--- src/rtl/spi_frame_receiver.sv ---
// spi_frame_receiver
// SPI master capture front end: drives chip-select and mode-0 bit clock,
// deserialises MSB-first words from spi_mosi into a small FIFO and hands
// them out one per sample_req pulse. A frame is only started when a FIFO
// slot is free, so the in-flight word always has somewhere to land.
module spi_frame_receiver #(
    parameter int SAMPLE_WIDTH = 16,
    parameter int CLK_DIV      = 4,
    parameter int FIFO_DEPTH   = 4,
    parameter int CS_IDLE      = 8
) (
    input  logic                          input_clk,
    input  logic                          reset,
    input  logic                          spi_mosi,
    output logic                          spi_cs,
    output logic                          spi_sclk,
    input  logic                          sample_req,
    output logic [SAMPLE_WIDTH-1:0]       sample_out,
    output logic                          sample_valid,
    output logic [$clog2(FIFO_DEPTH):0]   fifo_level,
    output logic                          underflow,
    input  logic                          clear_flags
);

    localparam int HALF = CLK_DIV / 2;
    localparam int PW   = $clog2(FIFO_DEPTH);
    localparam int LW   = PW + 1;
    localparam int CMAX = (CLK_DIV > CS_IDLE) ? CLK_DIV : CS_IDLE;
    localparam int CW   = $clog2(CMAX + 1);
    localparam int BW   = $clog2(SAMPLE_WIDTH + 1);

    typedef enum logic [1:0] {IDLE, SETUP, SHIFT, GAP} state_t;

    state_t                  state_q, state_d;
    logic [CW-1:0]           cnt_q, cnt_d;
    logic [BW-1:0]           bit_q, bit_d;
    logic [SAMPLE_WIDTH-1:0] shift_q, shift_d;
    logic                    cs_q, cs_d;
    logic                    sclk_q, sclk_d;
    logic                    push_q, push_d;

    logic [SAMPLE_WIDTH-1:0] mem_q [FIFO_DEPTH];
    logic [PW-1:0]           wr_ptr_q, rd_ptr_q;
    logic [LW-1:0]           level_q, level_d;
    logic [SAMPLE_WIDTH-1:0] out_q;
    logic                    valid_q;
    logic                    uf_q, uf_d;
    logic                    pop;

    // Frame sequencing: next state, phase/bit counters and registered bus outputs.
    always_comb begin
        state_d = state_q;
        cnt_d   = cnt_q;
        bit_d   = bit_q;
        push_d  = 1'b0;
        case (state_q)
            IDLE: begin
                if (level_q < LW'(FIFO_DEPTH)) begin
                    state_d = SETUP;
                    cnt_d   = '0;
                end
            end
            SETUP: begin
                if (cnt_q == CW'(HALF - 1)) begin
                    state_d = SHIFT;
                    cnt_d   = '0;
                    bit_d   = '0;
                end else begin
                    cnt_d = cnt_q + 1'b1;
                end
            end
            SHIFT: begin
                if (cnt_q == CW'(CLK_DIV - 1)) begin
                    cnt_d = '0;
                    if (bit_q == BW'(SAMPLE_WIDTH - 1)) begin
                        state_d = GAP;
                        push_d  = 1'b1;
                    end else begin
                        bit_d = bit_q + 1'b1;
                    end
                end else begin
                    cnt_d = cnt_q + 1'b1;
                end
            end
            GAP: begin
                if (cnt_q == CW'(CS_IDLE - 1)) begin
                    state_d = IDLE;
                    cnt_d   = '0;
                end else begin
                    cnt_d = cnt_q + 1'b1;
                end
            end
            default: state_d = IDLE;
        endcase
        // Outputs are derived from the next state so they register in step with it.
        cs_d    = !((state_d == SETUP) || (state_d == SHIFT));
        sclk_d  = (state_d == SHIFT) && (cnt_d >= CW'(HALF));
        // Capture on the edge where sclk goes 0->1.
        shift_d = (sclk_d && !sclk_q) ? {shift_q[SAMPLE_WIDTH-2:0], spi_mosi} : shift_q;
    end

    // FSM state register and SPI-side datapath.
    always_ff @(posedge input_clk) begin
        if (!reset) begin
            state_q <= IDLE;
            cnt_q   <= '0;
            bit_q   <= '0;
            shift_q <= '0;
            cs_q    <= 1'b1;
            sclk_q  <= 1'b0;
            push_q  <= 1'b0;
        end else begin
            state_q <= state_d;
            cnt_q   <= cnt_d;
            bit_q   <= bit_d;
            shift_q <= shift_d;
            cs_q    <= cs_d;
            sclk_q  <= sclk_d;
            push_q  <= push_d;
        end
    end

    // FIFO bookkeeping: level tracks push minus pop; set wins over clear for underflow.
    always_comb begin
        pop     = sample_req && (level_q != '0);
        level_d = level_q + LW'(push_q) - LW'(pop);
        uf_d    = uf_q;
        if (clear_flags)
            uf_d = 1'b0;
        if (sample_req && (level_q == '0))
            uf_d = 1'b1;
    end

    // Pointers, level, delivery register and sticky flag.
    always_ff @(posedge input_clk) begin
        if (!reset) begin
            wr_ptr_q <= '0;
            rd_ptr_q <= '0;
            level_q  <= '0;
            out_q    <= '0;
            valid_q  <= 1'b0;
            uf_q     <= 1'b0;
        end else begin
            level_q <= level_d;
            uf_q    <= uf_d;
            valid_q <= pop;
            if (push_q)
                wr_ptr_q <= wr_ptr_q + 1'b1;
            if (pop) begin
                rd_ptr_q <= rd_ptr_q + 1'b1;
                out_q    <= mem_q[rd_ptr_q];
            end
        end
    end

    // Sample storage; completed word lands one cycle after the frame ends.
    always_ff @(posedge input_clk) begin
        if (reset && push_q)
            mem_q[wr_ptr_q] <= shift_q;
    end

    assign spi_cs       = cs_q;
    assign spi_sclk     = sclk_q;
    assign sample_out   = out_q;
    assign sample_valid = valid_q;
    assign fifo_level   = level_q;
    assign underflow    = uf_q;

endmodule
--- config.mk ---
export PLATFORM = sky130hd
export DESIGN_NAME = spi_frame_receiver
export DESIGN_NICKNAME = d
export VERILOG_FILES = /design/src/rtl/spi_frame_receiver.sv
export SDC_FILE = /design/constraint.sdc
export NUM_CORES = 1
export LEC_CHECK = 0
export CORE_AREA = 2 2 101 103
export DETAILED_ROUTE_END_ITERATION = 16
export DIE_AREA = 0 0 103 105
export PLACE_DENSITY = 0.74
export RECOVER_POWER = 25
export SYNTH_ARGS = -nofsm -noshare
export SYNTH_HDL_FRONTEND = slang
export SYNTH_SLANG_ARGS = --single-unit
--- constraint.sdc ---
create_clock -name input_clk -period 2.99 [get_ports input_clk]
set_input_delay 0.4485 -clock input_clk [delete_from_list [all_inputs] [get_ports input_clk]]
set_output_delay 0.4485 -clock input_clk [all_outputs]
set_load 0.01 [all_outputs]
Yosys cells after proc, flatten, opt, wreduce, memory -nomap -nowiden
Memory sizes are Yosys's and may differ from the RTL's. A register that Yosys moved wholly into a read port is not among the register bits.
Cells that the tools add are included.

storage, ports and cells
  register bits after elaboration = 39
  logic and storage cells = 69
  memories = 1
  RAM bits = 64

cells by class
  eq/ne operators = 12
  add/subtract/negate cells = 6
  magnitude comparators = 2
  reduce and logical (&&, ||, !) cells = 16
  mux-type cells = 20

memories
  memory  words  bits a word  rd ports  clocked after memory_dff  write ports  RTL line  text
  mem_q   4      16           1         1                         1            42        logic [SAMPLE_WIDTH-1:0] mem_q [FIFO_DEPTH];

operators by type and width
  operator               number
  $mux W4                4
  $pmux W4 S4            1
  $mux W5                3
  $mux W2                5
  $pmux W5 S2            1
  $pmux W2 S4            1
  $eq A2 B2 Y1 const B   3
  $ne A2 B2 Y1 const B   3
  $add A5 B1 Y5 const B  1
  $eq A5 B4 Y1 const B   1
  $logic_and A1 B1 Y1    5
  $mux W1                5
  $add A2 B1 Y2 const B  2
  $add A4 B1 Y4 const B  1
  $eq A2 B1 Y1 const B   2
  $eq A4 B1 Y1 const B   1
  $eq A4 B2 Y1 const B   1
  $eq A4 B3 Y1 const B   1
  $ge A4 B2 Y1 const B   1
  $reduce_and A4 Y1      1
  $reduce_bool A2 Y1     2
  $add A3 B1 Y3          1
  $logic_not A1 Y1       3
  $logic_not A3 Y1       1
  other kinds (6)        6

Longest topological paths before layout
Gate-level depths: netlist of the first run.

  depth in word-level cells = 7
  gate-level depth with buffers = 13
  depth with buffers taken out = 11

Worst setup path after synthesis of the first run
OpenSTA, ideal clock, no wires.

  kind = input to register
  start = in fifo_level[1]
  end = reg level_q[2] (netlist: fifo_level[2])
  stages on the path = 14
  data arrival time = 2454 ps
  path slack = 421 ps
  cells stage by stage = dfxtp_1 nor3_1 nand2b_1 buf_2 inv_2 buf_1 ha_1 inv_1 ha_1 inv_1 fa_1 xnor2_1 xnor2_1 and2_1

between the ends
  word-level cells in the longest chain between the ends = 3

RTL lines
  element               RTL line  text
  from (decl)           20        output logic [$clog2(FIFO_DEPTH):0] fifo_level,
  $reduce_bool A3 Y1    125       pop = sample_req && (level_q != '0);
  $logic_and A1 B1 Y1   125
  named net pop         48        logic pop;
  $sub A3 B1 Y3         126       level_d = level_q + LW'(push_q) - LW'(pop);
  to (signal assigned)  144       level_q <= level_d;
  to (decl)             44        logic [LW-1:0] level_q, level_d;

The timed path passes the listed nets, and every way through them passes these cells.
A chain may end at the register's enable or synchronous reset.

Worst setup path in the final report of the first run
  start = in bit_q[0]
  end = reg shift_q[13]

between the ends
  word-level cells in the longest chain between the ends = 7

RTL lines
  element               RTL line  text
  from (decl)           36        logic [BW-1:0] bit_q, bit_d;
  $eq A5 B4 Y1          75        if (bit_q == BW'(SAMPLE_WIDTH - 1)) begin
  $mux W2               75
  $mux W2               73        if (cnt_q == CW'(CLK_DIV - 1)) begin
  $pmux W2 S4           56        case (state_q)
  $eq A2 B2 Y1          97        sclk_d = (state_d == SHIFT) && (cnt_d >= CW'(HALF));
  $logic_and A1 B1 Y1   97
  $logic_and A1 B1 Y1   99        shift_d = (sclk_d && !sclk_q) ? {shift_q[SAMPLE_WIDTH-2:0], spi_mosi} : shift_q;
  to (signal assigned)  116       shift_q <= shift_d;
  to (decl)             37        logic [SAMPLE_WIDTH-1:0] shift_q, shift_d;

Every way passes these cells.

==> run metrics, run 1 <==
WL/cell 15.5 µm; share of cells above drive strength 1 15.8%; final setup fails 0; CTS tree built; clk root buf clkbuf_8; R2R depth 11; first-pass GRT wire length 13700 µm; RR Endpoint shift_q[13]$_SDFFE_PN0P_; routed vias 2763; Slew headroom 38.1%; hold depth 2; Peak VDD IR 0.346 mV; Detailed Routing Iterations Pass 1 4; core box area 0.00964 mm²; Post-synth EDFFs 64; Compound-Gate Fraction of Synth Area 6.54%; Core Util, Final 59.3%; Yosys Warn Count 0; area grow syn2layout 19.5%; cts hold-fix bufs 0; antenna viol nets, final 0; GP Congestion 0.755; grt ovf 0; slowest CP cell dfxtp_1; die height 105 µm; Reg area 0.00302 mm²; post-synth top area share 40.2%; depth of the CTS H-tree 4; clock skew 9.18 ps; setup_tns 0 ps; post-synthesis net count 366; maximum clock rate 422 MHz; fin crit period 2370 ps; r2r setup slk 620 ps; crit path launch type flop; Crit. End Element flop; pwr dens 819 mW/mm²; Worst Hold Class flop to flop; Most used DFF post-synth edfxtp_1; Post-Syn Area 0.00479 mm²; diode count 0; CTS resizes 0; largest family of logic cells by synthesized area multiplexers; clk sinks 119; Slew Viols, Final 0; Synth cell types 48; pin count of the biggest net entering global routing 55; CTS clk-pin slew, worst paths 50 ps; drt drc 0; crit-path cells ha_1, and3_1, ha_1, a21oi_1, a21oi_1, a21oi_1, ha_1, nand2b_1, a21oi_4, buf_4, mux2i_1; Final Hold Viols 0; Mean Syn Cell Area 13.7 µm²; Layout Cells excl Fill 532; Tightest Pin Transition 928 ps; row cnt 36; max incr delay on CP 330 ps; Worst Path Arrival 2810 ps; Final period util 79.2%; hold_sp sample_out[13]$_SDFFE_PN0P_; Hold Path End sample_out[13]$_SDFFE_PN0P_; vias in the first global route 2798; IO Port Bufs 27; drt total wl 8270 µm; CP required 3430 ps; adder-cell share of the synthesized area 3.29%; post-synth top area cell edfxtp_1; Synth area leaders edfxtp_1, dfxtp_1, mux4_2, nand2_1, mux2i_1; Syn Inst Count 349; outcome completed; post-DP HPWL 5050 µm; Die X-Extent 103 µm; post-synthesis xor/xnor area fraction 1.46%; total CTS buffers 17; Async SR Flop Fraction 0%; critical path class flop to flop; routed vias/inst 5.19; mux cell area share after synthesis 11.5%; DR iter-0 viols 190; number of fill cells 776; IO Count 28; DP Cell Count 500; Overall Global Routing Usage 17.1%; flops & latches, synth 119; register area share after synthesis 63.2%; P_leak 1.98 nW; clk buf depth 2; nets@finish 403; Critical R2R Launch bit_q[0]$_SDFFE_PN0P_; die area 0.0108 mm²; worst skew pair latency 520 ps; Starting Density 49.6%; initial antenna violation count 0; multi-input logic area 0.00162 mm²; Post-Synth Simple-Gate Area 11.1%; crit path max fanout 16; RSZ-0062 raised after global routing false; max cap viols 0; # Post-CTS Setup Buffers 0
## power by group
group	internal [mW]	total (mW)	switching (mW)
Sequential	1.82	1.94	0.118
Combinational	0.510	0.962	0.452
Clock	1.09	1.78	0.690
Total	3.42	4.68	1.26
## stage by stage
stage / hold slack (ps) / setup slack, ps / cell area (µm²) / power (mW)
6_report: 456 / 621 / 5720 / 4.68
5_1_grt: 476 / 411 / 5720 / 4.91
4_1_cts: 458 / 594 / 5720 / 4.73
3_5_place_dp: 451 / 542 / 5190 / 2.95
3_3_place_gp: 441 / 593 / 5190 / 2.92
2_1_floorplan: 460 / 421 / 4790 / 2.62
## cells in the mapped netlist (2+ instances only)
cell / n
a21oi_1: 6
buf_2: 6
inv_1: 10
a21boi_0: 6
nand3_2: 2
mux2i_1: 19
dfxtp_1: 55
edfxtp_1: 64
ha_1: 11
nand2b_1: 4
o21ai_0: 4
o31ai_1: 2
nand2_1: 57
buf_1: 2
nor2b_1: 10
xnor2_1: 5
mux4_2: 16
and2_1: 11
nor2_1: 8
a21boi_1: 10
and3_1: 5
xor2_1: 3
clkbuf_1: 7
buf_6: 2
## layout by cell type, fill, tap and decap left out, types with 3 or more instances in the layout
cell type,n
a21oi_1,6
mux4_2,16
clkbuf_16,16
inv_1,10
mux2i_1,19
and2_1,11
clkdlybuf4s50_1,27
buf_4,9
xor2_1,3
dfxtp_1,55
edfxtp_1,64
a21boi_0,6
nand2b_1,4
and3_1,5
nand2_1,57
nor2b_1,10
nor2_1,8
xnor2_1,5
o21ai_0,4
ha_1,11
clkinvlp_4,4
clkinv_1,3
a21boi_1,10
## registers in the layout, summed over array words and instances (netlist names), 2 cells and up
name        count
mem_q          64
sample_out     16
shift_q        16
bit_q           5
cnt_q           4
fifo_level      3
rd_ptr_q        2
state_q         2
wr_ptr_q        2
## cell families (layout without fill, tap and decap cells)
group / Yosys count / after routing
AO/OA/AOI/OAI: 39 / 39
AND/OR/NAND/NOR: 107 / 107
flip-flops: 119 / 119
buffers and inverters: 29 / 79
multiplexers: 35 / 35
adder cells (fa/ha/maj): 12 / 12
XOR/XNOR: 8 / 8
## worst max-delay path, delay by kind of cell, from the launching register on
kind / cells / cell delay, ps
flip-flops: 1 / 330
multiplexers: 1 / 240
AND/OR/NAND/NOR: 2 / 280
buffers and inverters: 1 / 310
adder cells (fa/ha/maj): 3 / 610
AO/OA/AOI/OAI: 4 / 530
## cell type report
class	count	area share, %
inverter	11	0.722
clock inverter	13	1.88
multi-input combinational	201	28.3
timing repair buffer	36	5.91
tap	133	2.91
sequential	119	52.9
clock buffer	19	7.37
## routing by layer
layer  wire length (µm)  up-vias  global-route usage (%)
met3                324       13                    5.89
li1                   -     1325                       -
met1               3560     1369                    20.2
met4                139        0                    6.48
met2               4240       56                    28.5
met5                  0        -                       0
## how the worst max path moves through the flow
stage | startpoint | to | slack (ps) | depth (start not counted)
floorplan | fifo_level[1]$_SDFF_PN0_ | fifo_level[2]$_SDFF_PN0_ | 420 | 13
global placement | sample_req | fifo_level[2]$_SDFF_PN0_ | 590 | 11
detailed placement | sample_req | fifo_level[2]$_SDFF_PN0_ | 540 | 11
CTS | bit_q[0]$_SDFFE_PN0P_ | shift_q[13]$_SDFFE_PN0P_ | 590 | 11
global route | bit_q[0]$_SDFFE_PN0P_ | shift_q[5]$_SDFFE_PN0P_ | 410 | 11
finish | bit_q[0]$_SDFFE_PN0P_ | shift_q[13]$_SDFFE_PN0P_ | 620 | 11
(Power assumes the default switching activity.)
==> run 2, diff against run 1 <==
Clock period 2.99 ns to 2.5 ns, I/O delays scaled along.
==> run 2 against run 1 <==
  * Utilization is 1.3 points higher
  * Power is 27% higher
  * Cell count is 0.94% higher
  * Global-route usage is 0.72 points higher
  * Register-to-register slack worse by 400 ps
  * Via count is 0.36% higher
  * Sequential power is 19% higher
  * Worst hold slack worse by 8.8 ps
  * Flip-flop and latch count stayed put
  * Largest power group is now clock
  * Clock skew is 0.74 ps higher
  * Maximum frequency is 4.0% higher
==> run metrics, run 2 (synthesis gave the netlist of run 1 again) <==
pin count of the biggest net entering global routing 34 (was 55); antenna viol nets, final 0 (unchanged); Biggest register mem_q (unchanged); clk root buf clkbuf_8 (unchanged); Slew headroom 67.2% (was 38.1%); GP Congestion 0.818 (was 0.755); pre-CTS WS 158 ps (was 542 ps); most frequent cells in the layout edfxtp_1, nand2_1, dfxtp_1 (unchanged); Crit. End Element flop (unchanged); nets@finish 408 (was 403); area grow syn2layout 22.1% (was 19.5%); Worst Hold Class flop to flop (unchanged); crit path max fanout 16 (unchanged); IO Count 28 (unchanged); row cnt 36 (unchanged); max reg flops 64 (unchanged); worst skew pair latency 510 ps (was 520 ps); crit path launch type flop (unchanged); DR iter-0 viols 113 (was 190); die area 0.0108 mm² (unchanged); first-pass GRT wire length 14100 µm (was 13700 µm); WL/cell 16.4 µm (was 15.5 µm); Final period util 91.1% (was 79.2%); most common cell after layout, fill and taps aside edfxtp_1 (unchanged); vias in the first global route 2780 (was 2798); Setup WS post-layout 222 ps (was 621 ps); initial antenna violation count 0 (unchanged); fin crit period 2280 ps (was 2370 ps); CTS resizes 0 (unchanged); routed vias 2773 (was 2763); core box area 0.00964 mm² (unchanged); pwr dens 1020 mW/mm² (was 819 mW/mm²); routed vias/inst 5.16 (was 5.19); outcome completed (unchanged); clk sinks 119 (unchanged); hold slack 447 ps (was 456 ps); drt total wl 8790 µm (was 8270 µm); Overall Global Routing Usage 17.8% (was 17.1%); Starting Density 49.6% (unchanged); Final Hold Viols 0 (unchanged); Tightest Pin Transition 491 ps (was 928 ps); diode count 0 (unchanged); total CTS buffers 17 (unchanged); max cap viols 0 (unchanged); maximum clock rate 439 MHz (was 422 MHz); clk buf depth 2 (unchanged); Slew Viols, Final 0 (unchanged); critical path class flop to flop (unchanged); post-DP HPWL 5230 µm (was 5050 µm); Worst Path Arrival 2700 ps (was 2810 ps); Detailed Routing Iterations Pass 1 4 (unchanged); setup_tns 0 ps (unchanged); CTS clk-pin slew, worst paths 50 ps (about the same); number of fill cells 759 (was 776); final setup fails 0 (unchanged); # Post-CTS Setup Buffers 0 (unchanged); share of cells above drive strength 1 17.1% (was 15.8%); clock skew 9.92 ps (was 9.18 ps); CTS tree built (unchanged); depth of the CTS H-tree 4 (unchanged); Peak VDD IR 0.388 mV (was 0.346 mV); IO Port Bufs 27 (unchanged); Die X-Extent 103 µm (unchanged); CP required 2920 ps (was 3430 ps); cts hold-fix bufs 0 (unchanged); die height 105 µm (unchanged); drt drc 0 (unchanged); RSZ-0062 raised after global routing false (unchanged); P_leak 2.06 nW (was 1.98 nW); grt ovf 0 (unchanged)
## run 2: cell types whose count changed in the layout (fill, tap and decap cells not counted)
cell / before / now
clkinv_4: 2 / 0
clkbuf_8: 1 / 3
clkbuf_1: 2 / 4
clkinv_2: 2 / 4
clkinvlp_4: 4 / 1
bufinv_16: 1 / 4
clkinv_1: 3 / 0
inv_6: 1 / 0
buf_12: 0 / 1
buf_4: 9 / 13
## run 2: worst paths after layout
check | from | endpoint | slack, ps | depth (start not counted)
max reg2reg | bit_q[0]$_SDFFE_PN0P_ | shift_q[13]$_SDFFE_PN0P_ | 220 | 11
min reg2reg | sample_out[13]$_SDFFE_PN0P_ | sample_out[13]$_SDFFE_PN0P_ | 450 | 2
max | bit_q[0]$_SDFFE_PN0P_ | shift_q[13]$_SDFFE_PN0P_ | 220 | 11
min | sample_out[13]$_SDFFE_PN0P_ | sample_out[13]$_SDFFE_PN0P_ | 450 | 2
## run 2: final cells by class
class / instances / area (µm²) / share of cell area, %
Timing Repair Buffer: 41 / 388 / 6.64
Clock buffer: 23 / 457 / 7.82
Tap cell: 133 / 166 / 2.85
Inverter: 11 / 41.3 / 0.707
Sequential cell: 119 / 3020 / 51.7
Clock inverter: 9 / 148 / 2.53
Multi-Input combinational cell: 201 / 1620 / 27.7
## run 2: layer usage
| layer | global-route usage [%] | vias up | wire, µm |
|---|---|---|---|
| met5 | 0 | - | 0 |
| met3 | 5.89 | 16 | 444 |
| met1 | 22.6 | 1351 | 3780 |
| li1 | - | 1334 | - |
| met4 | 6.95 | 0 | 155 |
| met2 | 28.2 | 72 | 4410 |
## run 2: through the flow
step                cell area, µm²  total power, mW  util, %  instances
floorplan                     4790             3.14        -        349
global placement              5240             3.52     54.3        505
detailed placement            5240             3.54     54.3        505
CTS                           5840             6.01     60.6        537
global route                  5840             6.23     60.6        537
finish                        5840             5.96     60.6        537
## run 2: where the power goes
| part | leakage (nW) | switching [mW] | internal [mW] |
|---|---|---|---|
| clock network | 0.296 | 0.794 | 1.66 |
| logic | 0.692 | 0.580 | 0.624 |
| registers | 1.07 | 0.121 | 2.18 |
| total | 2.06 | 1.49 | 4.47 |
## run 2: critical path, cell delays in order (launching register included)
cell and delay [ps]:
dfxtp_1 330, ha_1 210, and3_1 180, ha_1 200, a21oi_1 130, a21oi_1 60
a21oi_1 220, ha_1 190, nand2b_1 90, a21oi_4 150, buf_12 190, mux2i_1 230
